**src/rtl/dcache_ctrl_pkg.sv**
```systemverilog
// Shared definitions for the direct-mapped write-back data cache.
package dcache_ctrl_pkg;

  localparam int unsigned ADDR_W     = 16;
  localparam int unsigned DATA_W     = 16;
  localparam int unsigned LINE_WORDS = 4;
  localparam int unsigned WORD_W     = $clog2(LINE_WORDS);
  localparam int unsigned OFF_W      = WORD_W + 1;

  typedef enum logic [1:0] {StIdle, StEvict, StFill, StRetry} state_e;

endpackage

```
**src/rtl/dcache_ctrl_if.sv**
```systemverilog
// Handshaked backing-memory bus; master side is the cache controller.
interface dcache_ctrl_if;
  import dcache_ctrl_pkg::*;

  logic [ADDR_W-1:0] mem_addr;
  logic              mem_rd;
  logic              mem_wr;
  logic [DATA_W-1:0] mem_wdata;
  logic [DATA_W-1:0] mem_rdata;
  logic              mem_ack;

  modport master (
    output mem_addr, mem_rd, mem_wr, mem_wdata,
    input  mem_rdata, mem_ack
  );

  modport slave (
    input  mem_addr, mem_rd, mem_wr, mem_wdata,
    output mem_rdata, mem_ack
  );
endinterface

```
**src/rtl/dcache_array.sv**
```systemverilog
// Tag/valid/dirty/data storage: combinational read of one line, one word-write
// port and a line-metadata write port.
module dcache_array
  import dcache_ctrl_pkg::*;
#(
  parameter int unsigned IdxW = 5,
  parameter int unsigned TagW = 8
) (
  input  logic              clk,
  input  logic              rst,
  input  logic [IdxW-1:0]   idx,
  input  logic [WORD_W-1:0] rdWord,
  output logic [TagW-1:0]   rdTag,
  output logic              rdValid,
  output logic              rdDirty,
  output logic [DATA_W-1:0] rdData,
  input  logic              wordWe,
  input  logic              wordDirty,
  input  logic [WORD_W-1:0] wrWord,
  input  logic [DATA_W-1:0] wrData,
  input  logic              lineWe,
  input  logic [TagW-1:0]   lineTag,
  input  logic              lineValid
);

  localparam int unsigned Lines = 1 << IdxW;

  logic [TagW-1:0]   tagMem  [Lines];
  logic [DATA_W-1:0] dataMem [Lines*LINE_WORDS];
  logic [Lines-1:0]  validQ;
  logic [Lines-1:0]  dirtyQ;

  assign rdTag   = tagMem[idx];
  assign rdValid = validQ[idx];
  assign rdDirty = dirtyQ[idx];
  assign rdData  = dataMem[{idx, rdWord}];

  // A line write always leaves the line clean (refill done or line dropped).
  always_ff @(posedge clk or negedge rst) begin
    if (!rst) begin
      validQ <= '0;
      dirtyQ <= '0;
    end else if (lineWe) begin
      validQ[idx] <= lineValid;
      dirtyQ[idx] <= 1'b0;
    end else if (wordWe && wordDirty) begin
      dirtyQ[idx] <= 1'b1;
    end
  end

  always_ff @(posedge clk) begin
    if (wordWe) dataMem[{idx, wrWord}] <= wrData;
    if (lineWe) tagMem[idx] <= lineTag;
  end

endmodule

```
**src/rtl/dcache_ctrl.sv**
```systemverilog
// Direct-mapped write-back data cache controller. Define DCACHE_STATS_EN to add
// saturating hitCount/missCount outputs.
module dcache_ctrl
  import dcache_ctrl_pkg::*;
#(
  parameter int unsigned LINES   = 32,
  parameter int unsigned TIMEOUT = 64
) (
  input  logic              clk,
  input  logic              rst,
  input  logic [ADDR_W-1:0] addr,
  input  logic [DATA_W-1:0] writeData,
  input  logic              memRead,
  input  logic              memWrite,
  output logic [DATA_W-1:0] readData,
  output logic              stall,
  output logic              done,
  output logic              cacheHit,
  output logic              err,
  dcache_ctrl_if.master     mem
`ifdef DCACHE_STATS_EN
  ,
  output logic [15:0]       hitCount,
  output logic [15:0]       missCount
`endif
);

  localparam int unsigned IdxW = $clog2(LINES);
  localparam int unsigned TagW = ADDR_W - OFF_W - IdxW;
  localparam int unsigned TmoW = $clog2(TIMEOUT);

  state_e            stateQ, stateD;
  logic [WORD_W-1:0] cntQ, cntD;
  logic [TmoW-1:0]   tmoQ, tmoD;
  logic [ADDR_W-1:0] reqAddrQ;
  logic [DATA_W-1:0] reqDataQ;
  logic              reqReadQ, reqWriteQ, latchReq;

  logic [ADDR_W-1:0] curAddr;
  logic [DATA_W-1:0] curData;
  logic              curRead, curWrite, hit;
  logic [IdxW-1:0]   idx;
  logic [TagW-1:0]   curTag, rdTag;
  logic [WORD_W-1:0] curWord, rdWord, wrWord;
  logic              rdValid, rdDirty, wordWe, wordDirty, lineWe, lineValid;
  logic [DATA_W-1:0] rdData, wrData;
  logic [ADDR_W-1:0] memAddr;
  logic [DATA_W-1:0] memWdata;
  logic              memRd, memWr;

  // Outside IDLE the request latched at the miss is authoritative.
  assign curAddr  = (stateQ == StIdle) ? addr      : reqAddrQ;
  assign curData  = (stateQ == StIdle) ? writeData : reqDataQ;
  assign curRead  = (stateQ == StIdle) ? memRead   : reqReadQ;
  assign curWrite = (stateQ == StIdle) ? memWrite  : reqWriteQ;
  assign idx      = curAddr[OFF_W +: IdxW];
  assign curTag   = curAddr[ADDR_W-1 -: TagW];
  assign curWord  = curAddr[1 +: WORD_W];
  assign rdWord   = (stateQ == StEvict) ? cntQ : curWord;
  assign hit      = rdValid && (rdTag == curTag);

  dcache_array #(
    .IdxW (IdxW),
    .TagW (TagW)
  ) uArray (
    .clk       (clk),
    .rst       (rst),
    .idx       (idx),
    .rdWord    (rdWord),
    .rdTag     (rdTag),
    .rdValid   (rdValid),
    .rdDirty   (rdDirty),
    .rdData    (rdData),
    .wordWe    (wordWe),
    .wordDirty (wordDirty),
    .wrWord    (wrWord),
    .wrData    (wrData),
    .lineWe    (lineWe),
    .lineTag   (curTag),
    .lineValid (lineValid)
  );

  always_comb begin
    stateD    = stateQ;
    cntD      = cntQ;
    tmoD      = tmoQ;
    latchReq  = 1'b0;
    readData  = '0;
    stall     = 1'b0;
    done      = 1'b0;
    cacheHit  = 1'b0;
    err       = 1'b0;
    memAddr   = '0;
    memWdata  = '0;
    memRd     = 1'b0;
    memWr     = 1'b0;
    wordWe    = 1'b0;
    wordDirty = 1'b0;
    wrWord    = curWord;
    wrData    = curData;
    lineWe    = 1'b0;
    lineValid = 1'b0;
    // Outputs are forced low while reset is asserted.
    if (rst) begin
      case (stateQ)
        StIdle: begin
          if (curRead || curWrite) begin
            if (curAddr[0] || (curRead && curWrite)) begin
              err = 1'b1;
            end else if (hit) begin
              done     = 1'b1;
              cacheHit = 1'b1;
              if (curRead) begin
                readData = rdData;
              end else begin
                wordWe    = 1'b1;
                wordDirty = 1'b1;
              end
            end else begin
              stall    = 1'b1;
              latchReq = 1'b1;
              cntD     = '0;
              tmoD     = '0;
              stateD   = (rdValid && rdDirty) ? StEvict : StFill;
            end
          end
        end
        StEvict, StFill: begin
          stall = 1'b1;
          if (stateQ == StEvict) begin
            memWr    = 1'b1;
            memAddr  = {rdTag, idx, cntQ, 1'b0};
            memWdata = rdData;
          end else begin
            memRd   = 1'b1;
            memAddr = {curTag, idx, cntQ, 1'b0};
          end
          if (mem.mem_ack) begin
            tmoD = '0;
            cntD = cntQ + 2'd1;
            if (stateQ == StFill) begin
              wordWe = 1'b1;
              wrWord = cntQ;
              wrData = mem.mem_rdata;
            end
            if (cntQ == 2'd3) begin
              if (stateQ == StEvict) begin
                stateD = StFill;
              end else begin
                lineWe    = 1'b1;
                lineValid = 1'b1;
                stateD    = StRetry;
              end
            end
          end else if (tmoQ == TmoW'(TIMEOUT - 1)) begin
            err    = 1'b1;
            lineWe = 1'b1;
            stateD = StIdle;
          end else begin
            tmoD = tmoQ + 1'b1;
          end
        end
        StRetry: begin
          done = 1'b1;
          if (curRead) begin
            readData = rdData;
          end else begin
            wordWe    = 1'b1;
            wordDirty = 1'b1;
          end
          stateD = StIdle;
        end
        default: stateD = StIdle;
      endcase
    end
  end

  always_ff @(posedge clk or negedge rst) begin
    if (!rst) begin
      stateQ    <= StIdle;
      cntQ      <= '0;
      tmoQ      <= '0;
      reqAddrQ  <= '0;
      reqDataQ  <= '0;
      reqReadQ  <= 1'b0;
      reqWriteQ <= 1'b0;
    end else begin
      stateQ <= stateD;
      cntQ   <= cntD;
      tmoQ   <= tmoD;
      if (latchReq) begin
        reqAddrQ  <= addr;
        reqDataQ  <= writeData;
        reqReadQ  <= memRead;
        reqWriteQ <= memWrite;
      end
    end
  end

  assign mem.mem_addr  = memAddr;
  assign mem.mem_rd    = memRd;
  assign mem.mem_wr    = memWr;
  assign mem.mem_wdata = memWdata;

`ifdef DCACHE_STATS_EN
  always_ff @(posedge clk or negedge rst) begin
    if (!rst) begin
      hitCount  <= '0;
      missCount <= '0;
    end else begin
      if (cacheHit && (hitCount != 16'hFFFF)) hitCount <= hitCount + 16'd1;
      if (latchReq && (missCount != 16'hFFFF)) missCount <= missCount + 16'd1;
    end
  end
`endif

endmodule

```
**src/flat_wrapper.sv**
```systemverilog
// flat-port wrapper written by rule: the top's interface ports become plain ports
module dcache_ctrl_flat import dcache_ctrl_pkg::*;
#(
  parameter int unsigned LINES   = 32,
  parameter int unsigned TIMEOUT = 64
)
  (clk, rst, addr, writeData, memRead, memWrite, readData, stall, done, cacheHit, err, mem_mem_addr, mem_mem_rd, mem_mem_wr, mem_mem_wdata, mem_mem_rdata, mem_mem_ack);
  dcache_ctrl_if mem_i ();
  input  logic clk;
  input  logic rst;
  input  logic [ADDR_W-1:0] addr;
  input  logic [DATA_W-1:0] writeData;
  input  logic memRead;
  input  logic memWrite;
  output logic [DATA_W-1:0] readData;
  output logic stall;
  output logic done;
  output logic cacheHit;
  output logic err;
  output wire logic [$bits(mem_i.mem_addr)-1:0] mem_mem_addr;
  output wire logic [$bits(mem_i.mem_rd)-1:0] mem_mem_rd;
  output wire logic [$bits(mem_i.mem_wr)-1:0] mem_mem_wr;
  output wire logic [$bits(mem_i.mem_wdata)-1:0] mem_mem_wdata;
  input wire logic [$bits(mem_i.mem_rdata)-1:0] mem_mem_rdata;
  input wire logic [$bits(mem_i.mem_ack)-1:0] mem_mem_ack;
  assign mem_mem_addr = mem_i.mem_addr;
  assign mem_mem_rd = mem_i.mem_rd;
  assign mem_mem_wr = mem_i.mem_wr;
  assign mem_mem_wdata = mem_i.mem_wdata;
  assign mem_i.mem_rdata = mem_mem_rdata;
  assign mem_i.mem_ack = mem_mem_ack;
  dcache_ctrl #(.LINES(LINES), .TIMEOUT(TIMEOUT)) u_core (.clk(clk), .rst(rst), .addr(addr), .writeData(writeData), .memRead(memRead), .memWrite(memWrite), .readData(readData), .stall(stall), .done(done), .cacheHit(cacheHit), .err(err), .mem(mem_i));
endmodule
```
**config.mk**
```make
export PLATFORM = sky130hd
export DESIGN_NAME = dcache_ctrl_flat
export DESIGN_NICKNAME = d
export VERILOG_FILES = /design/src/rtl/dcache_ctrl_pkg.sv /design/src/rtl/dcache_ctrl_if.sv /design/src/rtl/dcache_array.sv /design/src/rtl/dcache_ctrl.sv /design/src/flat_wrapper.sv
export SDC_FILE = /design/constraint.sdc
export NUM_CORES = 2
export LEC_CHECK = 0
export BUFFER_PORTS_ARGS = -buffer_cell sky130_fd_sc_hd__buf_2
export CAP_MARGIN = 20
export CELL_PAD_IN_SITES_DETAIL_PLACEMENT = 1
export CELL_PAD_IN_SITES_GLOBAL_PLACEMENT = 1
export CORE_MARGIN = 1.5
export CORE_UTILIZATION = 33
export DETAILED_ROUTE_END_ITERATION = 8
export PLACE_DENSITY = 0.59
export SLEW_MARGIN = 5
export SYNTH_ARGS = -nofsm -noshare
export SYNTH_HDL_FRONTEND = slang
export SYNTH_SLANG_ARGS = --single-unit
```
**constraint.sdc**
```tcl
create_clock -name clk -period 12.3 [get_ports clk]
set_input_delay 3.69 -clock clk [delete_from_list [all_inputs] [get_ports clk]]
set_output_delay 3.69 -clock clk [all_outputs]
set_load 0.05 [all_outputs]
```
==> impl_results.md <==
* VDD IR max at approximately 0.23 mV
* Pre-antenna DRT Iters at 5
* Via count at approximately 52,000
* Fillers at about 28,000
* Final setup skew at roughly 66 ps
* CP Capture Type: output port
* Tcrit/Tclk final at about 99%
* Clk_lat worst skew at 910 ps
* Layout cell share with drive strength beyond 1 at 24.9%
* Antenna Nets Post-Route at 0
* Mapped Avg Cell Area at approximately 18 um^2
* DR WL/cell at about 30 um
* TritonCTS clock tree: yes
* EDFF count, synth at 2,304
* Reg clk slew, reported paths at ~60 ps
* Critical-path maximum fanout at 14
* Dpl hpwl at 179,000 um
* Max Buffers Root-to-Sink at 4
* Row cnt at 197
* Design Power at 30.1 mW
* Initial antenna violation count at 14
* Hold depth at 2
* Worst Hold End: u_core.uArray.validQ[24]
* Static leakage at around 36 nW
* Initial DRC Count at approximately 5,600
* Switching fraction of total power at 37.3%
* Classification of the worst-slack hold path: reg -> reg
* Synthesized netlist net count at between 5,000 and 6,000
* Buffers on Ports at between 100 and 150
* Clk pwr share at a little under a quarter
* I/O pin cnt at between 100 and 150
* PwrDens at 272 nW/um^2
* First-pass GRT wire length at slightly above 400,000 um
* YS warnings at 0
* Vias in the first global route at between 50,000 and 60,000
* P_sw at around 11 mW
* Most frequent cell after synthesis: edfxtp_1
* Yosys cell types at 80
* Count of state elements after synthesis at 2,410
* Worst R2R Path Depth at 16
* Register area share after synthesis at between 70 and 80%
* Yosys top cell by area: edfxtp_1
* Final Instance Area at 111,000 um^2
* Die X at approximately 540 um
* Fin crit period at 12,210 ps
* Area Overhead vs Synth at 16.2%
* R2r endpoint: u_core.uArray.dataMem[112][11]
* CTS H-tree lvls at 4
* Post-synth top cells: edfxtp_1 (2,304), nand2_1 (681), mux4_2 (533)
* Final net count at between 5,000 and 6,000
* Core area at between 200,000 and 300,000 um^2
* Chip Height at between 500 and 600 um
* Req. time, crit path at between 8000 and 9000 ps
* Critical path arrival at around 8500 ps
* Startpoint types: input port
* Worst-Margin Slew at roughly 1200 ps
* Placed cell areas at 103,000 um^2
* Slew HR at between 20% and 30%
* Kind of critical path: in -> out
* Hold path start: u_core.uArray.validQ[24]
* Reg2Reg Setup Slack at 4640 ps
* Finish-stage setup viols at 0
* CTS root buffer: clkbuf_16
* Reg power frac at about 36%
* Status: finished, final reports clean
* Comb power frac at 40.2%
* Synth top area cells: edfxtp_1 (72%), mux4_2 (13%), dfrtp_1 (2.8%), nand2_1 (2.7%), nor2_1 (0.97%)
* Slowest-stage cell, CP: or4b_2
* CTS buffer count at between 200 and 250
* CTS sink cnt at around 2,400
* GRT overflow at 0
* Gr usage total at between 10% and 20%
* Slowest stage delay, CP at 760 ps
* Post-synth top flop: edfxtp_1
* R2r startpoint: u_core.stateQ[0]
* DR DRC count at 0
* Hold Buf Count CTS at 0
* Pint at ~19 mW
* Buf/Inv on CP at 3
* Routability cong. at between 0.8 and 0.9
* Die footprint at between 200,000 and 300,000 um^2
* Slew Viols, Final at 0
* Max-cap viol count at 0
* Vias per cell at around 5.4
* Mapped Cells at 5,172
* Yosys top cell area share at around 72%
* Post-Syn Area at between 90,000 and 100,000 um^2
* Ys async rst share at ~4.4%
* Crit-path cells: buf_2, or4b_2, a21oi_2, a32oi_1, o211ai_1, nor4_2, xnor2_1, or4_1, a2111oi_4, buf_4, o21ai_2, nor2_1, buf_12
* Crit path max-delay family: compound AO/OA/AOI/OAI gates
* Starting Density at between 30 and 40%
* Fmax at 0.0819 GHz
* Fin. Hold Viols at 0
* Largest net degree at the start of global routing at 99
* Total Wirelength at 290,000 um
[how the worst max path moves through the flow]
stage                     startpoint           to  slack [ps]  cells after the start
after floorplan              addr[5]  readData[0]        1280                     12
after global placement       addr[4]  readData[2]        -190                     14
after detailed placement     addr[4]  readData[4]        -330                     14
after CTS                    addr[3]  readData[4]          90                     15
after global routing         addr[5]  readData[3]          -5                     13
final                        addr[7]  readData[3]          90                     13
[sequential cells by signal, indices dropped and copies added, names as in the netlist, named ones only]
register,count
u_core.cntQ,2
u_core.reqReadQ,1
u_core.reqAddrQ,15
u_core.uArray.validQ,32
u_core.tmoQ,6
u_core.uArray.dataMem,2048
u_core.stateQ,2
u_core.reqDataQ,16
u_core.uArray.tagMem,256
[metrics by stage]
step | hold WS [ps] | instances | setup WS, ps | setup TNS (ps) | util (%)
after floorplan | 461 | 5172 | 1280 | 0 | -
after CTS | 513 | 9516 | 88.8 | 0 | 38.5
after detailed placement | 493 | 9086 | -329 | -4040 | 35.9
after global placement | 487 | 9073 | -192 | -2110 | 35.8
final | 510 | 9537 | 88.2 | 0 | 38.6
after global routing | 522 | 9534 | -4.70 | -4.70 | 38.6
[logic make-up (layout without fill, tap and decap cells)]
group	after synthesis	in the layout	share of synthesized area, %
xor+xnor	7	7	0.0642
flops	2410	2410	75.2
simple gates	1314	1314	6.02
compound gates	430	430	2.88
buf+inv	338	913	1.62
fa+ha+maj	10	10	0.128
other cells	1	9	0.00393
mux	662	663	14.1
[timing repair]
item | in CTS | in global routing
buffers inserted | 0 | 0
endpoints found under the setup margin | 16 | 9
gates cloned | 0 | 1
resized for setup | 2 | 1
[area by class of cell]
type | instances | area, um^2 | area share [%]
inverter | 28 | 105 | 0.0947
clock buffer | 300 | 6400 | 5.77
sequential | 2410 | 71800 | 64.7
clock inverter | 130 | 1140 | 1.03
antenna | 8 | 20.0 | 0.0180
multi-input combinational | 2425 | 22600 | 20.3
timing repair buffer | 455 | 4180 | 3.76
tap | 3781 | 4730 | 4.26
[layout by cell type (no fill, tap or decap), types with 38 or more instances in the layout]
| cell type | synthesis | layout |
|---|---|---|
| o22ai_1 | 38 | 38 |
| clkbuf_1 | 150 | 51 |
| dfrtp_1 | 106 | 106 |
| nand3_1 | 171 | 166 |
| clkinv_2 | 0 | 41 |
| nand2_1 | 681 | 681 |
| edfxtp_1 | 2304 | 2304 |
| a31oi_1 | 84 | 82 |
| buf_12 | 0 | 56 |
| clkbuf_16 | 0 | 247 |
| and3_1 | 69 | 69 |
| a21oi_1 | 106 | 89 |
| nor2_1 | 246 | 224 |
| mux4_2 | 533 | 533 |
| buf_4 | 30 | 300 |
| o21ai_0 | 82 | 81 |
| mux2i_1 | 90 | 89 |
| clkinv_1 | 1 | 53 |
| buf_2 | 83 | 78 |
[power by group through the flow]
| stage | registers, mW | clock network, mW | logic, mW |
|---|---|---|---|
| 2_1_floorplan | 11.2 | 0 | 6.87 |
| 3_3_place_gp | 11.0 | 0 | 12.0 |
| 3_5_place_dp | 11.0 | 0 | 12.2 |
| 4_1_cts | 10.8 | 7.33 | 12.2 |
| 5_1_grt | 10.8 | 7.61 | 12.8 |
| 6_report | 10.8 | 7.20 | 12.1 |
[routing by layer]
| metal | GRT usage, % | vias up | share of wire [%] |
|---|---|---|---|
| met2 | 31.6 | 1769 | 48 |
| met4 | 4.49 | 6 | 2.3 |
| li1 | - | 21500 | - |
| met3 | 3.63 | 356 | 6.8 |
| met1 | 27.2 | 28200 | 43 |
| met5 | 0 | - | 0.013 |
[worst register-to-register path, cell delays in order, from the launching register on]
cell	delay [ps]
dfrtp_1	440
inv_1	210
ha_4	690
mux2i_4	760
buf_6	400
mux2i_1	260
o22ai_1	120
nor4_2	480
buf_4	210
o221ai_1	120
or4_1	510
buf_4	210
o41ai_4	720
nand3_2	710
buf_12	460
nor2_1	690
buf_4	340
(Power assumes the default switching activity.)
